### src/rtl/i2c_slave_reg.sv
// rtl/i2c_slave_reg.sv - I2C responder translating bus transfers into register-file write/read strobes
module i2c_slave_reg #(
    parameter logic [6:0] DEV_ADDR    = 7'h48,
    parameter int         SYNC_STAGES = 2
) (
    input  logic       sysclk,
    input  logic       rst,
    input  logic       scl_i,
    input  logic       sda_i,
    output logic       sda_oe,
    output logic [7:0] reg_addr,
    output logic [7:0] reg_wdata,
    output logic       reg_we,
    output logic       reg_re,
    input  logic [7:0] reg_rdata,
    output logic       busy
);
    typedef enum logic [3:0] {
        S_IDLE, S_DEV_ADDR, S_ACK_DEV, S_REG_ADDR, S_ACK_REG,
        S_WDATA, S_ACK_WR, S_RDATA, S_MACK, S_WAIT_STOP
    } state_t;

    state_t                 state_q, state_d;
    logic [SYNC_STAGES-1:0] scl_sync_q, scl_sync_d, sda_sync_q, sda_sync_d;
    logic                   scl_prev_q, scl_prev_d, sda_prev_q, sda_prev_d;
    logic [7:0]             shift_q, shift_d, ptr_q, ptr_d, wdata_q, wdata_d;
    logic [2:0]             cnt_q, cnt_d;
    logic                   rw_q, rw_d, we_q, we_d, re_q, re_d, rd_pend_q, rd_pend_d;
    logic                   sda_oe_q, sda_oe_d, busy_q, busy_d;
    logic                   scl_s, sda_s, scl_rise, scl_fall, start_det, stop_det, last_bit;
    logic [7:0]             byte_in;

    always_comb begin
        scl_sync_d[0] = scl_i;
        sda_sync_d[0] = sda_i;
        for (int i = 1; i < SYNC_STAGES; i++) begin
            scl_sync_d[i] = scl_sync_q[i-1];
            sda_sync_d[i] = sda_sync_q[i-1];
        end
    end

    assign scl_s      = scl_sync_q[SYNC_STAGES-1];
    assign sda_s      = sda_sync_q[SYNC_STAGES-1];
    assign scl_prev_d = scl_s;
    assign sda_prev_d = sda_s;
    assign scl_rise   = scl_s & ~scl_prev_q;
    assign scl_fall   = ~scl_s & scl_prev_q;
    assign start_det  = scl_s & scl_prev_q & sda_prev_q & ~sda_s;
    assign stop_det   = scl_s & scl_prev_q & ~sda_prev_q & sda_s;
    assign byte_in    = {shift_q[6:0], sda_s};
    assign last_bit   = scl_rise && (cnt_q == 3'd7);

    always_comb begin
        state_d   = state_q;
        shift_d   = shift_q;
        cnt_d     = cnt_q;
        rw_d      = rw_q;
        ptr_d     = ptr_q + {7'd0, we_q | re_q};
        wdata_d   = wdata_q;
        we_d      = 1'b0;
        re_d      = 1'b0;
        rd_pend_d = re_q;
        sda_oe_d  = sda_oe_q;
        busy_d    = busy_q;
        // Read data arrives the cycle after the strobe and becomes the outgoing byte
        if (rd_pend_q) shift_d = reg_rdata;

        if (start_det) begin
            state_d  = S_DEV_ADDR;
            cnt_d    = 3'd0;
            shift_d  = 8'h00;
            sda_oe_d = 1'b0;
        end else if (stop_det) begin
            state_d  = S_IDLE;
            cnt_d    = 3'd0;
            shift_d  = 8'h00;
            sda_oe_d = 1'b0;
            busy_d   = 1'b0;
        end else begin
            case (state_q)
                S_DEV_ADDR, S_REG_ADDR, S_WDATA: begin
                    if (scl_fall) sda_oe_d = 1'b0;
                    if (scl_rise) begin
                        shift_d = byte_in;
                        cnt_d   = cnt_q + 3'd1;
                    end
                    if (last_bit) begin
                        if (state_q == S_DEV_ADDR) begin
                            if (byte_in[7:1] == DEV_ADDR) begin
                                state_d = S_ACK_DEV;
                                rw_d    = byte_in[0];
                                busy_d  = 1'b1;
                            end else begin
                                state_d = S_WAIT_STOP;
                                busy_d  = 1'b0;
                            end
                        end else if (state_q == S_REG_ADDR) begin
                            ptr_d   = byte_in;
                            state_d = S_ACK_REG;
                        end else begin
                            we_d    = 1'b1;
                            wdata_d = byte_in;
                            state_d = S_ACK_WR;
                        end
                    end
                end
                S_ACK_DEV, S_ACK_REG, S_ACK_WR: begin
                    if (scl_fall) sda_oe_d = 1'b1;
                    if (scl_rise) begin
                        cnt_d = 3'd0;
                        if (state_q == S_ACK_DEV && rw_q) begin
                            re_d    = 1'b1;
                            state_d = S_RDATA;
                        end else if (state_q == S_ACK_DEV) begin
                            state_d = S_REG_ADDR;
                        end else begin
                            state_d = S_WDATA;
                        end
                    end
                end
                S_RDATA: begin
                    if (scl_fall) sda_oe_d = ~shift_q[7];
                    if (scl_rise) begin
                        shift_d = {shift_q[6:0], 1'b0};
                        cnt_d   = cnt_q + 3'd1;
                        if (cnt_q == 3'd7) state_d = S_MACK;
                    end
                end
                S_MACK: begin
                    if (scl_fall) sda_oe_d = 1'b0;
                    if (scl_rise) begin
                        cnt_d = 3'd0;
                        if (!sda_s) begin
                            re_d    = 1'b1;
                            state_d = S_RDATA;
                        end else begin
                            state_d = S_WAIT_STOP;
                            busy_d  = 1'b0;
                        end
                    end
                end
                default: sda_oe_d = 1'b0;
            endcase
        end
    end

    always_ff @(posedge sysclk or posedge rst) begin
        if (rst) begin
            state_q    <= S_IDLE;
            scl_sync_q <= '1;
            sda_sync_q <= '1;
            scl_prev_q <= 1'b1;
            sda_prev_q <= 1'b1;
            shift_q    <= 8'h00;
            ptr_q      <= 8'h00;
            wdata_q    <= 8'h00;
            cnt_q      <= 3'd0;
            rw_q       <= 1'b0;
            we_q       <= 1'b0;
            re_q       <= 1'b0;
            rd_pend_q  <= 1'b0;
            sda_oe_q   <= 1'b0;
            busy_q     <= 1'b0;
        end else begin
            state_q    <= state_d;
            scl_sync_q <= scl_sync_d;
            sda_sync_q <= sda_sync_d;
            scl_prev_q <= scl_prev_d;
            sda_prev_q <= sda_prev_d;
            shift_q    <= shift_d;
            ptr_q      <= ptr_d;
            wdata_q    <= wdata_d;
            cnt_q      <= cnt_d;
            rw_q       <= rw_d;
            we_q       <= we_d;
            re_q       <= re_d;
            rd_pend_q  <= rd_pend_d;
            sda_oe_q   <= sda_oe_d;
            busy_q     <= busy_d;
        end
    end

    assign sda_oe    = sda_oe_q;
    assign reg_addr  = ptr_q;
    assign reg_wdata = wdata_q;
    assign reg_we    = we_q;
    assign reg_re    = re_q;
    assign busy      = busy_q;
endmodule
### config.mk
export PLATFORM = sky130hd
export DESIGN_NAME = i2c_slave_reg
export DESIGN_NICKNAME = d
export VERILOG_FILES = /design/src/rtl/i2c_slave_reg.sv
export SDC_FILE = /design/constraint.sdc
export NUM_CORES = 1
export LEC_CHECK = 0
export ABC_CLOCK_PERIOD_IN_PS = 2900
export CORE_ASPECT_RATIO = 1.2
export CORE_MARGIN = 2
export CORE_UTILIZATION = 25
export DETAILED_ROUTE_END_ITERATION = 10
export GPL_ROUTABILITY_DRIVEN = 0
export SLEW_MARGIN = 20
export SYNTH_ARGS = -nofsm -noshare
export SYNTH_HDL_FRONTEND = slang
export SYNTH_SLANG_ARGS = --single-unit
### constraint.sdc
create_clock -name sysclk -period 2.9 [get_ports sysclk]
set_clock_uncertainty 0.05 [all_clocks]
set_input_delay 0.58 -clock sysclk [delete_from_list [all_inputs] [get_ports sysclk]]
set_output_delay 0.58 -clock sysclk [all_outputs]
set_load 0.01 [all_outputs]
---- Word level (Yosys, flattened, before mapping) ----
Cells that the tools add are included.
word-level totals
  word-level logic and storage cells ...... 131
  input bits .............................. 12
  output and inout bits ................... 20
  bits in registers ....................... 43
cells by class
  reductions and logical operators ........ 16
  add/sub/neg operators ................... 2
  equality and inequality tests ........... 24
  muxes and demuxes ....................... 57
  bitwise logic cells ..................... 17
operators with widths
  cell                                                              number
  8-bit 2-to-1 mux                                                  11
  4-bit 2-to-1 mux                                                  10
  4-bit != test (second input constant)                             7
  6-bit AND reduction                                               4
  1-bit 2-to-1 mux                                                  23
  3-bit 2-to-1 mux                                                  6
  4-bit by 3-bit == test with 1-bit output (second input constant)  4
  4-bit case mux with 4 select lines                                1
  8-bit case mux with 2 select lines                                1
  3-bit != test (second input constant)                             4
  4-bit by 1-bit != test with 1-bit output (second input constant)  3
  4-bit OR reduction                                                3
  1-bit NOT                                                         9
  8-bit by 1-bit adder with 8-bit output                            1
  4-bit by 2-bit == test with 1-bit output (second input constant)  2
  1-bit AND                                                         7
  7-bit == test (second input constant)                             1
  3-bit case mux with 2 select lines                                1
  3-bit AND reduction                                               2
  6-bit nonzero test                                                1
  3-bit OR reduction                                                2
  4-bit by 1-bit == test with 1-bit output (second input constant)  1
  4-bit == test (second input constant)                             1
  1-bit case mux with 2 select lines                                2
  8 further kinds                                                   9

---- Depth between registers and ports, before layout ----
Gate-level depths: netlist of the first run.
  word-level depth ........................ 8
  gate-level depth with buffers ........... 7
  depth with buffers taken out ............ 7

---- Least setup slack after synthesis of the first run ----
OpenSTA, ideal clock, no wires.
  kind .................................... register -> register
  start point ............................. reg cnt_q[0]
  end point ............................... reg busy_q, in the netlist busy
  stages on the path, launching flop included .. 7
  period minus slack after synthesis ...... 1.768 ns
  arrival ................................. 1.592 ns
  path buffers ............................ 0
  path slack .............................. 1.132 ns
  setup time .............................. 0.126 ns
  required time ........................... 2.724 ns
  cells stage by stage .................... dfrtp_1 -> ha_1 -> ha_1 -> and3b_1 -> o211ai_1 -> nor4_1 -> a311o_1
between the ends
  longest elaborated chain between the ends .. 4
ends and longest elaborated chain
  what                                  RTL line  RTL
  start, declared                       27        logic [2:0] cnt_q, cnt_d;
  start signal, assigned                173       cnt_q <= cnt_d;
  3-bit == test                         51        assign last_bit = scl_rise && (cnt_q == 3'd7);
  1-bit logical AND                     51
  3-bit != test (no source line)        -
  6-bit AND reduction (no source line)  -
  end signal, assigned                  179       busy_q <= busy_d;
  end, declared                         29        logic sda_oe_q, sda_oe_d, busy_q, busy_d;
Every way passes these cells.
A chain may end at the register's enable or synchronous reset.

---- Final worst setup path of the first run ----
  start point ............................. reg state_q[0]
  end point ............................... reg wdata_q[2], in the netlist reg_wdata[2]
between the ends
  longest elaborated chain between the ends .. 3
  elaborated cells on any way between the ends .. 7
ends and longest elaborated chain
  what                                                              RTL line  RTL
  start, declared                                                   23        state_t state_q, state_d;
  start signal, assigned                                            165       state_q <= state_d;
  4-bit by 1-bit == test with 1-bit output (tied with other cells)  80, 88
  3-bit OR reduction / 1-bit NOT (equally long branches)            -
  6-bit AND reduction (no source line) (*)                          -
  end signal, assigned                                              172       wdata_q <= wdata_d;
  end, declared                                                     26        logic [7:0] shift_q, shift_d, ptr_q, ptr_d, wdata_q, wdata_d;
Mark *: on every way between the ends. The rest lies on a longest branch, timed or not.

==> results of run 1 <==
-- critical path, cell delays in order (launching register included) --
cell,delay [ns]
dfrtp_1,0.63
and4bb_1,0.54
nand4b_4,0.26
mux2_2,0.35
-- logic make-up (layout without fill, tap and decap cells) --
group | after synthesis | count (layout) | synth area share
and+or+nand+nor | 66 | 66 | 0.184
muxes | 21 | 21 | 0.105
DFF | 43 | 43 | 0.504
adders and majority gates | 4 | 4 | 0.0233
buffers and inverters | 12 | 43 | 0.0297
AOI/OAI and AO/OA | 36 | 36 | 0.117
xor gates and xnor gates | 9 | 9 | 0.0367
-- final timing paths --
path | from | endpoint | depth (start not counted)
max in group asynchronous | rst | shift_q[1] | 3
worst min register to register | scl_sync_q[0] | scl_sync_q[1] | 0
min in group asynchronous | rst | busy | 3
worst max register to register | state_q[0] | reg_wdata[2] | 3
worst max-delay path | state_q[0] | reg_wdata[2] | 3
worst min-delay path | scl_sync_q[0] | scl_sync_q[1] | 0
-- power groups by stage --
| stage | logic, mW | registers, mW | clock network, mW |
|---|---|---|---|
| 6_report | 0.431 | 0.906 | 0.407 |
| 5_1_grt | 0.480 | 0.933 | 0.451 |
| 4_1_cts | 0.436 | 0.904 | 0.419 |
| 3_5_place_dp | 0.432 | 0.916 | 0 |
| 3_3_place_gp | 0.428 | 0.915 | 0 |
| 2_1_floorplan | 0.387 | 0.825 | 0 |
-- through the flow --
step,std cells,instance area (µm²)
final,339,2660
after global routing,339,2660
after CTS,339,2660
after detailed placement,331,2560
after global placement,331,2560
after floorplan,191,2150
-- final cells by class --
| type | instances | area, µm² | share of cell area |
|---|---|---|---|
| clock buffers | 5 | 68.8 | 0.0259 |
| multi-input cells | 136 | 1000 | 0.377 |
| well taps | 117 | 146 | 0.0551 |
| repair buffers | 33 | 325 | 0.122 |
| inverters | 2 | 7.51 | 0.00283 |
| clock inverters | 3 | 23.8 | 0.00895 |
| flip-flops and latches | 43 | 1080 | 0.408 |
-- placed cells by master, fill, tap and decap left out, types with 3 or more instances in the layout --
cell,Yosys,layout
nor2b_1,4,4
clkdlybuf4s50_1,0,31
nor3b_1,3,3
clkbuf_8,0,5
a211oi_1,8,8
xnor2_1,5,5
ha_1,4,4
o21ai_0,4,4
nor4_1,3,3
nand3_1,5,5
mux2_2,12,12
dfstp_2,6,6
dfrtp_1,37,37
nand2b_1,3,3
nor2_1,24,24
xor2_1,4,4
nand2_1,6,6
a21oi_1,9,9
mux2i_1,9,9
a31oi_1,3,3
-- metal layers --
layer | vias up | wire (µm) | share of wire | global-route usage
met1 | 765 | 2090 | 0.44 | 0.133
met3 | 8 | 214 | 0.045 | 0.0329
li1 | 761 | - | - | -
met5 | - | 0 | 0 | 0
met4 | 0 | 83 | 0.018 | 0.0422
met2 | 36 | 2320 | 0.49 | 0.167
-- state kept, by name, summed over array words and instances, names as in the netlist --
register    flops
scl_sync_q      2
scl_prev_q      1
reg_addr        8
reg_we          1
cnt_q           3
sda_prev_q      1
busy            1
shift_q         8
rw_q            1
state_q         4
rd_pend_q       1
sda_sync_q      2
reg_re          1
sda_oe          1
reg_wdata       8
-- synth_stat cells (3+ instances only) --
cell type,instances
o21ai_0,4
nor4_1,3
dfstp_2,6
a21oi_1,9
nand2b_1,3
nand2_1,6
nand3_1,5
xor2_1,4
mux2i_1,9
nor2_1,24
nor3b_1,3
a31oi_1,3
ha_1,4
mux2_2,12
buf_2,6
nor2b_1,4
dfrtp_1,37
a211oi_1,8
xnor2_1,5
==> reports/metrics.cfg, run 1 <==
[power_and_ir_drop]
powerDensity_nw_per_um2 = 656
p_seq_frac = 0.520
p_switching_mw = 0.622
clockPowerShare = 0.233
power_frac_comb = 0.247
switching_share = 0.357
leakage_nw = 1.16
finalPower_mw = 1.74
p_int_mw = 1.12
peakVddDrop_uv = 199

[yosys]
syn_nets = 207
ys_seq_area_frac = 0.504
ys.flop_type = dfrtp_1
synth-edff-count = 0
ys_warn_count = 0
syn_avg_cell_area_um2 = 11.2
synth_seq_cells = 43
ys_types = 45
synth_top_area_share = 0.431
async_flop_share = 1.00
yosysTopAreaCell = dfrtp_1
synth_cells = 191
synth_area_leaders = dfrtp_1, dfstp_2, mux2_2
synth.cell_area_um2 = 2150

[timing]
min_period_over_period = 0.668
rsz0062_at_grt = false
tns_ns = 0
hold_ws_ns = 0.313
setup_viol = 0
min_period_ns = 1.94
slew_headroom = 0.602
hold_violations = 0
slew_violations = 0
tightest_slew_ns = 0.597
worst_slack_ns = 0.962
fmax_ghz = 0.516

[critical_path]
cp.arrival_ns = 2.08
cp_data_required_time_ns = 3.04
path_class = reg -> reg
path_max_fanout = 16
cp-start-kind = register
crit_path_end_kind = register
r2r_setup_slack_ns = 0.96

[floorplanning]
fp.dieW_um = 88.6
start_util = 0.254
io-pin-count = 32
die_area_um2 = 9350
rows = 37
die_y_um = 106
placeableCoreArea_um2 = 8470

[clocking]
path_clk_slew_ns = 0.09
cts_tree = built
post_cts_buffers = 0
clockBufferDepth = 2
clk-insertion-delay-late_ns = 0.31
cts_hold_buf = 0
numCtsBuffers = 5
clockRootBuffer = clkbuf_8
cts_resized = 0
h-tree-depth = 2
clkSinkCount = 43

[routing]
drtIter0Drc = 70
routed_wl_um = 4710
vias = 1570
routedWlPerCell_um = 13.9
vias_per_cell = 4.63
ant_nets = 0
route.detailed.drc = 0
firstDrtPassIters = 4

[cells_and_area]
diodes = 0
utilization = 0.314
nets = 237
num-fill-cells = 867
drive_above_1_share = 0.149
syn_to_final_growth_pct = 23.6

[job]
max-cap-violations = 0

[grt]
grt_pass1_vias = 1472
grt_first_pass_wirelength_um = 7510
overflow = 0
grt_start_max_net_pins = 44
antenna_found_initial = 0
grt.total_usage = 0.106

[outcome]
status = finished, final reports clean

[place]
place_ws_ns = 0.964
hpwl_um = 3250
numPortBuffers = 31

[min_path]
hp-class = reg -> reg

(Power assumes the default switching activity.)
==> run 2, diff against run 1 <==
--- a/config.mk
+++ b/config.mk
@@ -5,7 +5,7 @@
 export SDC_FILE = /design/constraint.sdc
 export NUM_CORES = 1
 export LEC_CHECK = 0
-export ABC_CLOCK_PERIOD_IN_PS = 2900
+export ABC_CLOCK_PERIOD_IN_PS = 1650
 export CORE_ASPECT_RATIO = 1.2
 export CORE_MARGIN = 2
 export CORE_UTILIZATION = 25
==> constraint.sdc (replaced) <==
create_clock -name sysclk -period 1.65 [get_ports sysclk]
set_clock_uncertainty 0.05 [all_clocks]
set_input_delay 0.33 -clock sysclk [delete_from_list [all_inputs] [get_ports sysclk]]
set_output_delay 0.33 -clock sysclk [all_outputs]
set_load 0.01 [all_outputs]
==> reports/metrics.cfg, run 2 (synthesized netlist as in run 1, its figures left out) <==
[power_and_ir_drop]
powerDensity_nw_per_um2 = 1170
leakage_nw = 1.49
peakVddDrop_uv = 446

[clocking]
path_clk_slew_ns = 0.08
numCtsBuffers = 5
clockBufferDepth = 2
clockRootBuffer = clkbuf_8
clk-insertion-delay-late_ns = 0.30
clkSinkCount = 43
h-tree-depth = 2
cts_tree = built

[timing]
min_period_ns = 1.64
tightest_slew_ns = 0.452
hold_violations = 0
hold_ws_ns = 0.310
tns_ns = 0
slew_headroom = 0.699
rsz0062_at_grt = true
setup_viol = 0
fmax_ghz = 0.612
min_period_over_period = 0.991
slew_violations = 0

[routing]
routed_wl_um = 5300
vias = 1733
ant_nets = 0
firstDrtPassIters = 4
route.detailed.drc = 0
vias_per_cell = 4.58
drtIter0Drc = 73
routedWlPerCell_um = 14.0

[cells_and_area]
nets = 276
utilization = 0.370
diodes = 0
num-fill-cells = 859
final_cells = 378
final_area_um2 = 3130
syn_to_final_growth_pct = 45.7
regArea_um2 = 1080
final_cell_mix = dfrtp_1, buf_4, clkdlybuf4s50_1
final_common_cell = dfrtp_1
multi_input_area_um2 = 1120
drive_above_1_share = 0.330

[critical_path]
r2r_end = busy
cp_slowest_stage_delay_ns = 0.44
rr_startpoint = state_q[1]
crit_chain = buf_12 -> nor2_1 -> o211ai_1 -> buf_4 -> a311o_1
r2r_setup_slack_ns = 0.01
cp_slowest_cell = dfrtp_1
path_max_fanout = 10
crit_path_end_kind = register
cp-start-kind = register
path_class = reg -> reg
r2r_cells = 5
cp.arrival_ns = 1.77
cp_data_required_time_ns = 1.78

[floorplanning]
placeableCoreArea_um2 = 8470
die_area_um2 = 9350
start_util = 0.254
fp.dieW_um = 88.6
io-pin-count = 32
rows = 37
die_y_um = 106

[min_path]
hold_path_depth = 0
holdPathEnd = sda_sync_q[1]
min-delay-start = sda_sync_q[0]
hp-class = reg -> reg

[outcome]
status = finished, final reports clean

[grt]
grt_start_max_net_pins = 44
grt_first_pass_wirelength_um = 8820
antenna_found_initial = 0
grt_pass1_vias = 1762
grt.total_usage = 0.121
overflow = 0

[job]
max-cap-violations = 0

[place]
place_area_um2 = 2860
numPortBuffers = 31
dp_cells = 364
hpwl_um = 3740

run 2: cell types whose count changed in the layout (fill, tap and decap cells not counted), moves of 2 or more:
cell,before,now
buf_6,0,3
ha_4,0,3
nand3_2,0,2
clkinvlp_4,2,0
dlymetal6s2s_1,0,5
nand3_1,5,3
nor2_2,0,5
buf_12,0,2
nor2_1,24,19
buf_4,2,35
clkdlybuf4s50_1,31,25
ha_1,4,0
run 2: worst max-delay path: cells and delay by family (launching register included):
| kind | cells | cell delay [ns] |
|---|---|---|
| buf+inv | 2 | 0.33 |
| flops | 1 | 0.44 |
| compound gates | 2 | 0.50 |
| simple gates | 1 | 0.22 |
run 2: worst max-delay path by stage:
stage	end	slack [ns]	depth (start not counted)	from
after detailed placement	busy	-0.04	6	cnt_q[0]
after global routing	busy	-0.07	6	cnt_q[0]
after floorplan	busy	-0.04	6	cnt_q[0]
final	busy	0.01	5	state_q[1]
after global placement	busy	-0.01	6	cnt_q[0]
after CTS	busy	-0.03	6	cnt_q[0]
run 2: layout make-up:
cell class	count	share of cell area
Clock buffer	5	0.0220
Clock inverter	3	0.0140
Inverter	2	0.00240
Multi-Input combinational cell	137	0.358
Sequential cell	43	0.347
Tap cell	117	0.0468
Timing Repair Buffer	71	0.210
run 2: routing by layer:
metal / share of wire / track usage / routed length [µm] / vias to the layer above
met1: 0.44 / 0.158 / 2310 / 853
li1: - / - / - / 837
met3: 0.036 / 0.0266 / 190 / 7
met2: 0.51 / 0.199 / 2720 / 36
met4: 0.015 / 0.0335 / 78 / 0
met5: 0 / 0 / 0 / -
run 2: where the power goes:
part | switching, mW | total (mW) | leakage, nW | internal (mW)
clock network | 0.383 | 0.834 | 0.0581 | 0.451
logic | 0.647 | 1.36 | 0.875 | 0.718
registers | 0.193 | 1.45 | 0.558 | 1.26
total | 1.22 | 3.65 | 1.49 | 2.43
run 2: timing repair:
item / in CTS / in global routing
pin swaps: 4 / 9
endpoints found under the setup margin: 7 / 21
hold buffers: 0 / 0
buffers inserted: 3 / 2
resized for setup: 3 / 22
gates cloned: 1 / 0
run 2: stage by stage:
| step | setup WS (ns) | total power [mW] |
|---|---|---|
| after global placement | -0.0112 | 2.68 |
| after CTS | -0.0270 | 3.62 |
| final | 0.0149 | 3.65 |
| after floorplan | -0.0406 | 2.14 |
| after global routing | -0.0732 | 3.91 |
| after detailed placement | -0.0413 | 2.71 |
